$ cat src/rtl/mdu_iter.sv
// mdu_iter: multi-cycle multiply/divide unit with HI/LO registers.
// Multiplies take MUL_CYCLES busy cycles. Divides use a restoring divider
// that produces one quotient bit per cycle, followed by a sign-fix cycle.
// Optional feature macro: MDU_MADD_EN enables MADD/MADDU/MSUB/MSUBU (ops 6-9).
module mdu_iter #(
  parameter int WIDTH      = 32,
  parameter int MUL_CYCLES = 5
) (
  input  logic             clk,
  input  logic             reset,
  input  logic             start,
  input  logic [3:0]       op,
  input  logic [WIDTH-1:0] a,
  input  logic [WIDTH-1:0] b,
  input  logic             req,
  output logic             busy,
  output logic             done,
  output logic [WIDTH-1:0] hi,
  output logic [WIDTH-1:0] lo
);

  localparam int CMAX = (MUL_CYCLES > WIDTH) ? MUL_CYCLES : WIDTH;
  localparam int CW   = $clog2(CMAX + 1);
  localparam logic [WIDTH-1:0] ONE      = {{(WIDTH-1){1'b0}}, 1'b1};
  localparam logic [WIDTH-1:0] MOST_NEG = {1'b1, {(WIDTH-1){1'b0}}};
  localparam logic [WIDTH-1:0] ALL_ONES = {WIDTH{1'b1}};

  typedef enum logic [1:0] {
    S_IDLE = 2'd0,
    S_MUL  = 2'd1,
    S_DIV  = 2'd2,
    S_FIX  = 2'd3
  } state_t;

  state_t             r_state;
  state_t             w_state_nxt;
  logic [CW-1:0]      r_cnt;
  logic [2*WIDTH-1:0] r_prod;
  logic [WIDTH-1:0]   r_quo;
  logic [WIDTH-1:0]   r_rem;
  logic [WIDTH-1:0]   r_dvs;
  logic [WIDTH-1:0]   r_a;
  logic               r_neg_q;
  logic               r_neg_r;
  logic               r_dz;
  logic               r_ovf;
  logic [WIDTH-1:0]   r_hi;
  logic [WIDTH-1:0]   r_lo;
  logic               r_busy;
  logic               r_done;

  logic               w_accept;
  logic               w_is_mul;
  logic               w_is_div;
  logic               w_is_mthi;
  logic               w_is_mtlo;
  logic               w_is_mac;
  logic               w_mul_go;
  logic               w_div_go;
  logic               w_sgn;
  logic               w_mul_last;
  logic               w_div_last;
  logic [2*WIDTH-1:0] w_ax;
  logic [2*WIDTH-1:0] w_bx;
  logic [2*WIDTH-1:0] w_prod;
  logic [2*WIDTH-1:0] w_mul_res;
  logic [WIDTH-1:0]   w_a_mag;
  logic [WIDTH-1:0]   w_b_mag;
  logic [WIDTH:0]     w_shift;
  logic               w_ge;
  logic [WIDTH-1:0]   w_sub;
  logic [WIDTH-1:0]   w_quo_fix;
  logic [WIDTH-1:0]   w_rem_fix;
  logic [WIDTH-1:0]   w_hi_nxt;
  logic [WIDTH-1:0]   w_lo_nxt;
  logic               w_done_nxt;
  logic               w_busy_nxt;

  // Op decode and start qualification; a flushed start is dropped entirely.
  assign w_accept  = start & ~req & (r_state == S_IDLE);
  assign w_is_mul  = (op == 4'd0) | (op == 4'd1);
  assign w_is_div  = (op == 4'd2) | (op == 4'd3);
  assign w_is_mthi = (op == 4'd4);
  assign w_is_mtlo = (op == 4'd5);
`ifdef MDU_MADD_EN
  assign w_is_mac  = (op >= 4'd6) & (op <= 4'd9);
`else
  assign w_is_mac  = 1'b0;
`endif
  assign w_mul_go  = w_accept & (w_is_mul | w_is_mac);
  assign w_div_go  = w_accept & w_is_div;
  // Signed variants (MULT, DIV, MADD, MSUB) all have op[0] clear.
  assign w_sgn     = ~op[0];

  assign w_mul_last = (r_cnt == CW'(MUL_CYCLES - 1));
  assign w_div_last = (r_cnt == CW'(WIDTH - 1));

  // Single 2W x 2W multiplier; sign extension selects signed/unsigned product.
  assign w_ax   = {{WIDTH{w_sgn & a[WIDTH-1]}}, a};
  assign w_bx   = {{WIDTH{w_sgn & b[WIDTH-1]}}, b};
  assign w_prod = w_ax * w_bx;

`ifdef MDU_MADD_EN
  logic [2*WIDTH-1:0] w_acc_base;
  assign w_acc_base = {r_hi, r_lo};

  // Select plain product or accumulate against the HI/LO value at accept.
  always_comb begin
    case (op)
      4'd6, 4'd7: w_mul_res = w_acc_base + w_prod;
      4'd8, 4'd9: w_mul_res = w_acc_base - w_prod;
      default:    w_mul_res = w_prod;
    endcase
  end
`else
  assign w_mul_res = w_prod;
`endif

  // Divider operand magnitudes and one restoring step.
  assign w_a_mag = (w_sgn & a[WIDTH-1]) ? (~a + ONE) : a;
  assign w_b_mag = (w_sgn & b[WIDTH-1]) ? (~b + ONE) : b;
  assign w_shift = {r_rem, r_quo[WIDTH-1]};
  assign w_ge    = (w_shift >= {1'b0, r_dvs});
  assign w_sub   = w_shift[WIDTH-1:0] - r_dvs;

  // Final sign application with the divide-by-zero and overflow cases.
  always_comb begin
    if (r_dz) begin
      w_quo_fix = ALL_ONES;
      w_rem_fix = r_a;
    end else if (r_ovf) begin
      w_quo_fix = MOST_NEG;
      w_rem_fix = {WIDTH{1'b0}};
    end else begin
      w_quo_fix = r_neg_q ? (~r_quo + ONE) : r_quo;
      w_rem_fix = r_neg_r ? (~r_rem + ONE) : r_rem;
    end
  end

  // FSM state register.
  always_ff @(posedge clk) begin
    if (!reset) begin
      r_state <= S_IDLE;
    end else begin
      r_state <= w_state_nxt;
    end
  end

  // FSM next-state logic.
  always_comb begin
    w_state_nxt = r_state;
    case (r_state)
      S_IDLE: begin
        if (w_mul_go)      w_state_nxt = S_MUL;
        else if (w_div_go) w_state_nxt = S_DIV;
        else               w_state_nxt = S_IDLE;
      end
      S_MUL: begin
        if (w_mul_last) w_state_nxt = S_IDLE;
        else            w_state_nxt = S_MUL;
      end
      S_DIV: begin
        if (w_div_last) w_state_nxt = S_FIX;
        else            w_state_nxt = S_DIV;
      end
      S_FIX:   w_state_nxt = S_IDLE;
      default: w_state_nxt = S_IDLE;
    endcase
  end

  // FSM output logic: next values of the registered outputs.
  always_comb begin
    w_hi_nxt   = r_hi;
    w_lo_nxt   = r_lo;
    w_done_nxt = 1'b0;
    case (r_state)
      S_IDLE: begin
        if (w_accept && w_is_mthi)      w_hi_nxt = a;
        else if (w_accept && w_is_mtlo) w_lo_nxt = a;
        else                            w_hi_nxt = r_hi;
      end
      S_MUL: begin
        if (w_mul_last) begin
          {w_hi_nxt, w_lo_nxt} = r_prod;
          w_done_nxt           = 1'b1;
        end else begin
          w_done_nxt = 1'b0;
        end
      end
      S_DIV: w_done_nxt = 1'b0;
      S_FIX: begin
        w_hi_nxt   = w_rem_fix;
        w_lo_nxt   = w_quo_fix;
        w_done_nxt = 1'b1;
      end
      default: w_done_nxt = 1'b0;
    endcase
  end

  assign w_busy_nxt = (w_state_nxt != S_IDLE);

  // Registered outputs: HI/LO only change on MTHI/MTLO or op completion.
  always_ff @(posedge clk) begin
    if (!reset) begin
      r_hi   <= {WIDTH{1'b0}};
      r_lo   <= {WIDTH{1'b0}};
      r_busy <= 1'b0;
      r_done <= 1'b0;
    end else begin
      r_hi   <= w_hi_nxt;
      r_lo   <= w_lo_nxt;
      r_busy <= w_busy_nxt;
      r_done <= w_done_nxt;
    end
  end

  // Operand latching, cycle counter and the divider iteration.
  always_ff @(posedge clk) begin
    if (!reset) begin
      r_cnt   <= {CW{1'b0}};
      r_prod  <= {(2*WIDTH){1'b0}};
      r_quo   <= {WIDTH{1'b0}};
      r_rem   <= {WIDTH{1'b0}};
      r_dvs   <= {WIDTH{1'b0}};
      r_a     <= {WIDTH{1'b0}};
      r_neg_q <= 1'b0;
      r_neg_r <= 1'b0;
      r_dz    <= 1'b0;
      r_ovf   <= 1'b0;
    end else begin
      case (r_state)
        S_IDLE: begin
          if (w_mul_go) begin
            r_cnt  <= {CW{1'b0}};
            r_prod <= w_mul_res;
          end else if (w_div_go) begin
            r_cnt   <= {CW{1'b0}};
            r_quo   <= w_a_mag;
            r_rem   <= {WIDTH{1'b0}};
            r_dvs   <= w_b_mag;
            r_a     <= a;
            r_neg_q <= w_sgn & (a[WIDTH-1] ^ b[WIDTH-1]);
            r_neg_r <= w_sgn & a[WIDTH-1];
            r_dz    <= (b == {WIDTH{1'b0}});
            r_ovf   <= w_sgn & (a == MOST_NEG) & (b == ALL_ONES);
          end
        end
        S_MUL: r_cnt <= r_cnt + {{(CW-1){1'b0}}, 1'b1};
        S_DIV: begin
          r_cnt <= r_cnt + {{(CW-1){1'b0}}, 1'b1};
          r_rem <= w_ge ? w_sub : w_shift[WIDTH-1:0];
          r_quo <= {r_quo[WIDTH-2:0], w_ge};
        end
        S_FIX:   r_cnt <= r_cnt;
        default: r_cnt <= r_cnt;
      endcase
    end
  end

  assign busy = r_busy;
  assign done = r_done;
  assign hi   = r_hi;
  assign lo   = r_lo;

endmodule

$ cat config.mk
export PLATFORM = sky130hd
export DESIGN_NAME = mdu_iter
export DESIGN_NICKNAME = d
export VERILOG_FILES = /design/src/rtl/mdu_iter.sv
export SDC_FILE = /design/constraint.sdc
export NUM_CORES = 2
export LEC_CHECK = 0
export CAP_MARGIN = 20
export CORE_MARGIN = 4
export CORE_UTILIZATION = 45
export CTS_CLUSTER_DIAMETER = 40
export CTS_CLUSTER_SIZE = 30
export DETAILED_ROUTE_END_ITERATION = 8
export GPL_ROUTABILITY_DRIVEN = 0
export SYNTH_ARGS = -nofsm -noshare
export SYNTH_HDL_FRONTEND = slang
export SYNTH_SLANG_ARGS = --single-unit
$ cat constraint.sdc
create_clock -name clk -period 22.5 [get_ports clk]
set_clock_uncertainty 0.2 [all_clocks]
set_input_delay 3.375 -clock clk [delete_from_list [all_inputs] [get_ports clk]]
set_output_delay 3.375 -clock clk [all_outputs]
set_load 0.01 [all_outputs]
==> impl_metrics.json <==
{
  "worst_slew_margin_rel_pct": 26.3,
  "placeableCoreArea_mm2": 0.118,
  "setup_tns_ns": 0,
  "tritoncts": "yes",
  "final_min_period_over_clock_period_pct": 55.4,
  "route.detailed.wl_per_inst_um": 22.7,
  "post-cts-setup-buffers": 0,
  "drtIter0Drc": 3483,
  "min_period_ns": 12.46,
  "synth_seq_area_share_pct": 10.1,
  "cp_data_arrival_time_ns": 12.73,
  "grt_max_degree": 83,
  "die_span_y_um": 353,
  "detailedPlacementHpwl_um": 129000,
  "cts.sinks": 270,
  "cts-buffers-inserted": 37,
  "placement.io_buffers": 137,
  "grt-ovfl-total": 0,
  "syn2layout_area_growth_pct": 6.87,
  "maxCapViolations": 0,
  "setup_viol": 0,
  "synth_enable_flop_cells": 0,
  "timing.final.max_slew_violations": 0,
  "finalHoldViolations": 0,
  "start_util_pct": 45.4,
  "htreeDepth": 2,
  "max_freq_mhz": 80.2,
  "grt_setup_unrepaired": "no",
  "core.rowCount": 126,
  "synth.avg_cell_area_um2": 8.54,
  "yosysWarnings": 0,
  "io-pin-count": 138,
  "remaining_design_rule_violation_count": 0,
  "layout_commonest_cell": "inv_1",
  "vias_per_cell": 5.59,
  "ctsRootBufferMaster": "clkbuf_16",
  "dr_total_vias": 43100,
  "hold_path_class": "flop to flop",
  "setup.worst_path.start_class": "primary input",
  "worst_ep_required_time_ns": 22.77,
  "clkLatencyLatePin_ns": 0.56,
  "floorplan.die_area_mm2": 0.125,
  "crit_path_max_fanout": 19,
  "syn-num-nets": 7724,
  "cts-hold-fix-buffers": 0,
  "final_antenna_net_count": 0,
  "ys_ff_latch": 270,
  "globalRouteTotalUtil_pct": 28.2,
  "worst-slew-pin-transition_ns": 1.10,
  "number_of_global_route_vias_before_repair": 44100,
  "cts.reportedPaths.clkPinSlew_ns": 0.06,
  "post_cts_resize_count": 0,
  "cts.path.max_buffers": 3,
  "firstDrtPassIters": 8,
  "share_of_layout_cells_above_drive_strength_1_pct": 4.23,
  "global_route_wire_length_before_repair_um": 271000,
  "crit_type": "primary input to flop",
  "status": "finished, final reports clean",
  "netlist_instances": 6270,
  "postRouteWirelength_um": 175000,
  "cp-end-kind": "flop",
  "async_flop_share_pct": 0,
  "die_w_um": 353,
  "layout.cells.most_common_list": "inv_1, fa_1, nand2_1",
  "synth_top_flop_cell": "dfxtp_1",
  "antenna_violations_before_repair": 9,
  "synthDistinctLibCells": 83,
  "nNetsFinal": 7588,
  "synth_cell_area_mm2": 0.0536
}
==> worst paths after layout <==
| path | startpoint | to | slack (ns) | cells past startpoint |
|---|---|---|---|---|
| setup / recovery | op[0] | r_prod[62] | 10.04 | 27 |
| hold / removal | r_a[11] | r_a[11] | 0.25 | 2 |
| setup reg to reg | r_rem[0] | r_rem[28] | 18.38 | 10 |
| hold reg to reg | r_a[11] | r_a[11] | 0.25 | 2 |
==> worst max-delay path, cell delays in order <==
cell             delay [ns]
clkdlybuf4s50_1        0.40
buf_4                  0.19
inv_1                  0.15
nand2_1                0.45
nor2_1                 0.46
fa_1                   0.53
fa_1                   0.51
fa_1                   0.64
inv_1                  0.29
fa_1                   1.07
inv_1                  0.29
fa_1                   0.53
fa_1                   0.55
inv_1                  0.05
fa_1                   0.44
fa_1                   0.49
inv_1                  0.04
ha_1                   0.40
and4_1                 0.24
nand3_1                0.14
nand3b_1               0.19
inv_1                  0.09
o211ai_1               0.11
a31oi_1                0.38
nand2_1                0.13
or4_1                  0.41
a31oi_1                0.18
==> synth_stat cells, drive strengths merged (20+ instances only) <==
| cell type | instances | area [um2] |
|---|---|---|
| inv | 1168 | 4380 |
| fa | 1126 | 22500 |
| nand2 | 1049 | 3940 |
| and2 | 395 | 2470 |
| clkbuf | 328 | 1230 |
| dfxtp | 270 | 5410 |
| ha | 256 | 3200 |
| nor2 | 255 | 965 |
| a21oi | 240 | 1210 |
| o21ai | 214 | 1070 |
| xnor2 | 110 | 963 |
| xor2 | 95 | 832 |
| buf | 84 | 330 |
| a211oi | 63 | 483 |
| nand3 | 53 | 265 |
| a21o | 46 | 345 |
| a31oi | 43 | 269 |
| o31ai | 43 | 323 |
| nor3 | 40 | 215 |
| nand4 | 35 | 219 |
| mux2i | 34 | 340 |
| a311oi | 28 | 269 |
| or3 | 26 | 163 |
| a221oi | 24 | 210 |
| a22oi | 21 | 158 |
| o211ai | 20 | 150 |
==> flip-flops by register name, indices dropped and copies added (netlist names) <==
register and count:
busy 1, done 1, hi 32, lo 32, r_a 32, r_cnt 6, r_dvs 32, r_dz 1
r_neg_q 1, r_neg_r 1, r_ovf 1, r_prod 64, r_quo 32, r_rem 32, r_state 2
==> layout make-up <==
class / count / area (um2)
Antenna cell: 5 / 12.5
Fill cell: 11400 / 60900
Multi-Input combinational cell: 4420 / 42300
Sequential cell: 270 / 5410
Tap cell: 1536 / 1920
Clock inverter: 25 / 364
Inverter: 1168 / 4390
Timing Repair Buffer: 237 / 1900
Clock buffer: 43 / 978
==> metrics by stage <==
step                instances  hold slack [ns]  worst slack [ns]  util (%)  cell area (um2)
finish                   7704            0.254             10.04      48.5            57200
global route             7701            0.269              9.53      48.5            57200
CTS                      7699            0.254             10.14      48.5            57200
detailed placement       7631            0.247              9.59      47.3            55900
global placement         7631            0.241              9.70      47.3            55900
floorplan                6270            0.232             10.41         -            53600
==> cells by family after synthesis <==
group / share of synthesized area, %
AOI/OAI and AO/OA: 9.80
and+or+nand+nor: 16.9
xor gates and xnor gates: 3.35
muxes: 0.657
adders and majority gates: 48.1
DFF: 10.1
buffers and inverters: 11.1
==> metal layers <==
layer  up-vias  GRT usage, %  part of all wire (%)
li1      18900             -                     -
met1     21900          39.1                    42
met4         4          12.2                   5.1
met5         -             0                 0.018
met3       407          5.41                   8.7
met2      1826          43.2                    44
Power is left out: the tool's default activity adds up to more than one toggle a clock period on the data nets, which glitch-free logic cannot reach.
